File: config.mk
export PLATFORM = sky130hd
export DESIGN_NAME = click_seq
export DESIGN_NICKNAME = d
export VERILOG_FILES = /design/src/rtl/click_seq.sv
export SDC_FILE = /design/constraint.sdc
export NUM_CORES = 1
export LEC_CHECK = 0
export BUFFER_PORTS_ARGS = -buffer_cell sky130_fd_sc_hd__buf_2
export CORE_ASPECT_RATIO = 0.9
export CORE_MARGIN = 3
export CORE_UTILIZATION = 40
export DETAILED_ROUTE_END_ITERATION = 10
export PLACE_DENSITY = 0.55
export SLEW_MARGIN = 15
export SYNTH_ARGS = -nofsm -noshare
export SYNTH_HDL_FRONTEND = slang
export SYNTH_SLANG_ARGS = --single-unit
File: constraint.sdc
create_clock -name clk -period 2.4 [get_ports clk]
set_clock_uncertainty 0.2 [all_clocks]
set_input_delay 0.48 -clock clk [delete_from_list [all_inputs] [get_ports clk]]
set_output_delay 0.48 -clock clk [all_outputs]
set_load 0.005 [all_outputs]
File: src/rtl/click_seq.sv
// Push-button click classifier: synchronizes and debounces a raw button, then
// sorts presses into single, double and long clicks with one-cycle pulses.
module click_seq #(
  parameter int DB_N   = 250000,
  parameter int LONG_N = 125000000,
  parameter int GAP_N  = 37500000
) (
  input  logic clk,
  input  logic rst,
  input  logic button,
  output logic single,
  output logic double,
  output logic long,
  output logic led,
  output logic busy
);

  localparam int TMAX = (LONG_N > GAP_N) ? LONG_N : GAP_N;
  localparam int TW   = $clog2(TMAX + 1);
  localparam int DW   = $clog2(DB_N + 1);

  localparam logic [TW-1:0] T_LONG  = TW'(LONG_N - 1);
  localparam logic [TW-1:0] T_GAP   = TW'(GAP_N - 1);
  localparam logic [DW-1:0] DB_LAST = DW'(DB_N - 1);

  typedef enum logic [2:0] {IDLE, DOWN1, UP_WAIT, DOWN2, LONG_HELD} state_t;

  state_t          state;
  logic            s1, s2, db;
  logic [DW-1:0]   dbcnt;
  logic [TW-1:0]   timer;
  logic            flip, rise, fall;

  always_ff @(posedge clk or negedge rst) begin
    if (!rst) begin
      s1 <= 1'b0;
      s2 <= 1'b0;
    end else begin
      s1 <= button;
      s2 <= s1;
    end
  end

  // flip fires on the DB_N-th consecutive disagreeing edge; the FSM sees the
  // edge strobe on the same clock that db itself changes
  assign flip = (s2 != db) && (dbcnt == DB_LAST);
  assign rise = flip & s2;
  assign fall = flip & ~s2;

  always_ff @(posedge clk or negedge rst) begin
    if (!rst) begin
      db    <= 1'b0;
      dbcnt <= '0;
    end else if (s2 == db) begin
      dbcnt <= '0;
    end else if (flip) begin
      db    <= s2;
      dbcnt <= '0;
    end else if (dbcnt != '1) begin
      dbcnt <= dbcnt + 1'b1;
    end
  end

  always_ff @(posedge clk or negedge rst) begin
    if (!rst) begin
      state  <= IDLE;
      timer  <= '0;
      single <= 1'b0;
      double <= 1'b0;
      long   <= 1'b0;
      led    <= 1'b0;
    end else begin
      single <= 1'b0;
      double <= 1'b0;
      long   <= 1'b0;
      if (timer != '1) timer <= timer + 1'b1;
      // db edges are tested first so they win over a coincident timer expiry
      case (state)
        IDLE: if (rise) begin
          state <= DOWN1;
          timer <= '0;
        end
        DOWN1: if (fall) begin
          state <= UP_WAIT;
          timer <= '0;
        end else if (db && timer == T_LONG) begin
          state <= LONG_HELD;
          long  <= 1'b1;
          led   <= 1'b0;
        end
        UP_WAIT: if (rise) begin
          state <= DOWN2;
          timer <= '0;
        end else if (!db && timer == T_GAP) begin
          state  <= IDLE;
          single <= 1'b1;
          led    <= ~led;
        end
        DOWN2: if (fall) begin
          state  <= IDLE;
          double <= 1'b1;
        end else if (db && timer == T_LONG) begin
          state <= LONG_HELD;
          long  <= 1'b1;
          led   <= 1'b0;
        end
        LONG_HELD: if (fall) state <= IDLE;
        default: state <= IDLE;
      endcase
    end
  end

  assign busy = (state != IDLE);

endmodule
==> metrics.md <==
| Metric | Value |
|---|---|
| Status | `finished clean` |
| Top FF cell, synth | `dfrtp_1` |
| Cell taking the most area after synthesis | `dfrtp_1` |
| Antenna Cells | `0` |
| Share of layout cells above drive strength 1 | `a little over an eighth` |
| Vias per cell | `approximately 5.8` |
| Worst path max stage delay | `between 0.5 and 0.6 ns` |
| Leakage power | `0.001452 uW` |
| Req. time, crit path | `roughly 2.4 ns` |
| Via count | `roughly 2600` |
| Clk sinks | `55` |
| Clock Tree Buf Depth | `2` |
| CP Cell Sequence | `nand4_2, or2_0, a2111o_1, or3_1, a21oi_1` |
| Initial antenna violation count | `0` |
| Area Overhead vs Synth | `11.64%` |
| R2R setup slack | `between 0.1 and 0.15 ns` |
| Arrival time worst endpoint | `2.30 ns` |
| Final nets | `364` |
| Switching share of power | `22.01%` |
| Worst-path clk slew | `0.10 ns` |
| I/O Buffers | `7` |
| Setup TNS | `0 ns` |
| Pwr Density | `between 400 and 500 nW/um^2` |
| H-Tree Depth | `2` |
| Slew headroom | `60.88%` |
| Post-synthesis sequential area ratio | `about 44%` |
| CP Class | `reg2reg` |
| Initial DRC Count | `197` |
| Top cells by count, synth | `dfrtp_1 (55), nor2_1 (35), nand2_1 (29)` |
| Crit Reg-Reg Endpoint | `timer[20]` |
| Clock power share | `about two fifths` |
| Hold Path Class | `in2reg` |
| Die span in x | `~100 um` |
| Ys async rst share | `between 90% and 100%` |
| Fill cells | `~700` |
| Worst Max-Slew Pin Slew | `approximately 0.57 ns` |
| Fin crit share | `between 90% and 100%` |
| IO Pins | `8` |
| Final Wtd Congestion | `about 0.87` |
| Internal Power | `~1300 uW` |
| Netlist cell types | `between 50 and 60` |
| Peak fanout along the critical path | `6` |
| Combinational share of power | `between 2 and 3%` |
| Final-report max-slew violation count | `0` |
| Core Region | `7330 um^2` |
| Die height | `roughly 90 um` |
| Antenna Nets Post-Route | `0` |
| Most frequent cell after synthesis | `dfrtp_1` |
| Remaining DRCs | `0` |
| Max Cap Viol | `0` |
| Worst reg2reg path startpoint | `timer[13]` |
| Dpl hpwl | `5410 um` |
| Mapped Area | `roughly 3100 um^2` |
| Worst setup EP type | `flop` |
| Post-route setup slack | `0.1325 ns` |
| Final Non-Filler Cells | `453` |
| WP depth | `5` |
| First-pass GRT wire length | `between 10000 and 15000 um` |
| CP top delay family | `simple AND/OR/NAND/NOR gates` |
| Switch Pwr | `roughly 350 uW` |
| Latest clock arrival within the worst-skew pair | `~0.32 ns` |
| Post-synth EDFFs | `0` |
| Dpl ws | `around 0.14 ns` |
| Root buf cell | `clkbuf_8` |
| DR WL/cell | `15.90 um` |
| Final WL | `approximately 7200 um` |
| CTS tree | `done` |
| Startpoint types | `flop` |
| Synth Instances | `about 340` |
| Storage element area | `between 1000 and 1500 um^2` |
| YS warnings | `0` |
| FMAX | `roughly 0.44 GHz` |
| 1st-pass router iterations | `4` |
| Post-Place Cells | `~440` |
| Final Hold Violating Endpoints | `0` |
| RSZ-0062 raised after global routing | `false` |
| Flop pwr share | `between 50% and 60%` |
| # rows | `29` |
| Reg2Reg Depth | `5` |
| Net Count, Synth | `approximately 340` |
| Vias in the first global route | `2499` |
| Total track usage | `between 15 and 20%` |
| Synth top area share | `about 44%` |
| Worst Path Buf+Inv | `0` |
| Synth area leaders | `dfrtp_1 (44%), nor2_1 (4.2%), nand2_1 (3.5%)` |
| Remaining Overflow, GRT | `0` |
| Setup bufs post-CTS | `0` |
| Largest net degree at the start of global routing | `21` |
| FF+latch count, synth | `55` |
| Die Area | `~8900 um^2` |
| Multi-input combinational cell area | `around 1600 um^2` |
| Slowest stage cell, crit path | `a2111o_1` |
| Final min period | `between 2 and 2.5 ns` |
| CTS buffer count | `5` |
| Worst hold start | `button` |
| Worst VDD drop | `~0.24 mV` |
| Crit path from | `timer[13]` |
| # setup viols final | `0` |
| CP Capture Point | `timer[20]` |
| Initial Util | `42.66%` |
| Post-Syn Area per Cell | `9.278 um^2` |
==> cells by family (layout without fill, tap and decap cells) <==
kind of cell	count (synthesis)	in the layout	share of synthesized area [%]
compound gates	59	59	12.85
xor+xnor	19	19	5.322
buf+inv	20	43	3.681
fa+ha+maj	2	2	0.8002
simple gates	177	177	31.73
flops	55	55	44.02
mux	5	5	1.601
==> through the flow <==
step	power (uW)	hold WS (ns)	util [%]	cell area (um^2)
global placement	998.1	0.1708	45.73	3352
detailed placement	999.8	0.1705	45.73	3352
finish	1610	0.06956	47.63	3491
global route	1665	0.05623	47.63	3491
CTS	1629	0.06193	47.41	3475
floorplan	969.9	-0.01559	-	3127
==> power by group through the flow <==
stage               Combinational (uW)  Sequential, uW  Clock, uW
floorplan                         15.5             954          0
detailed placement                43.8             956          0
finish                            42.8             938        629
CTS                               45.0             938        646
global placement                  42.6             956          0
global route                      50.3             939        676
==> sequential cells by signal, summed over array words and instances (netlist names) <==
signal  count
timer      27
dbcnt      18
state       3
db          1
double      1
led         1
long        1
s1          1
s2          1
single      1
==> worst min path at each step <==
stage          to  depth (start not counted)
2_1_floorplan  db                          0
3_3_place_gp   s2                          0
3_5_place_dp   s2                          0
4_1_cts        s1                          1
5_1_grt        s1                          1
6_report       s1                          1
==> what timing repair did <==
item,CTS,global route
endpoints found under the setup margin,0,5
hold buffers,1,0
resized for setup,0,4
endpoints found under the hold margin,18,0
==> layout by cell type, fill, tap and decap left out, drive strengths merged, types with 8 or more instances in the layout <==
cell type / count
nor2: 35
xnor2: 11
dfrtp: 55
nand3: 19
buf: 27
and3: 11
nand4: 15
xor2: 8
nand2: 30
or3: 11
a21oi: 17
o21ai: 9
nor3: 15
==> worst register-to-register path, stage by stage (launching register included) <==
cell and delay, ns:
dfrtp_1 0.47, nand4_2 0.17, or2_0 0.35, a2111o_1 0.51
or3_1 0.33, a21oi_1 0.16
==> metal layers <==
metal / part of all wire, % / GRT usage (%) / vias to the layer above
li1: - / - / 1300
met1: 54 / 27.15 / 1258
met2: 41 / 23.04 / 45
met3: 4.6 / 2.864 / 5
met4: 0.64 / 3.868 / 0
met5: 0 / 0 / -
==> area by class of cell <==
cell class	instances	share of cell area (%)
clock buffer	5	1.971
clock inverter	3	1.254
inverter	7	0.7527
multi-input combinational	262	47.24
sequential	55	39.50
tap	93	3.333
timing repair buffer	28	5.950
Note: power is estimated with default switching activity, not from simulation.
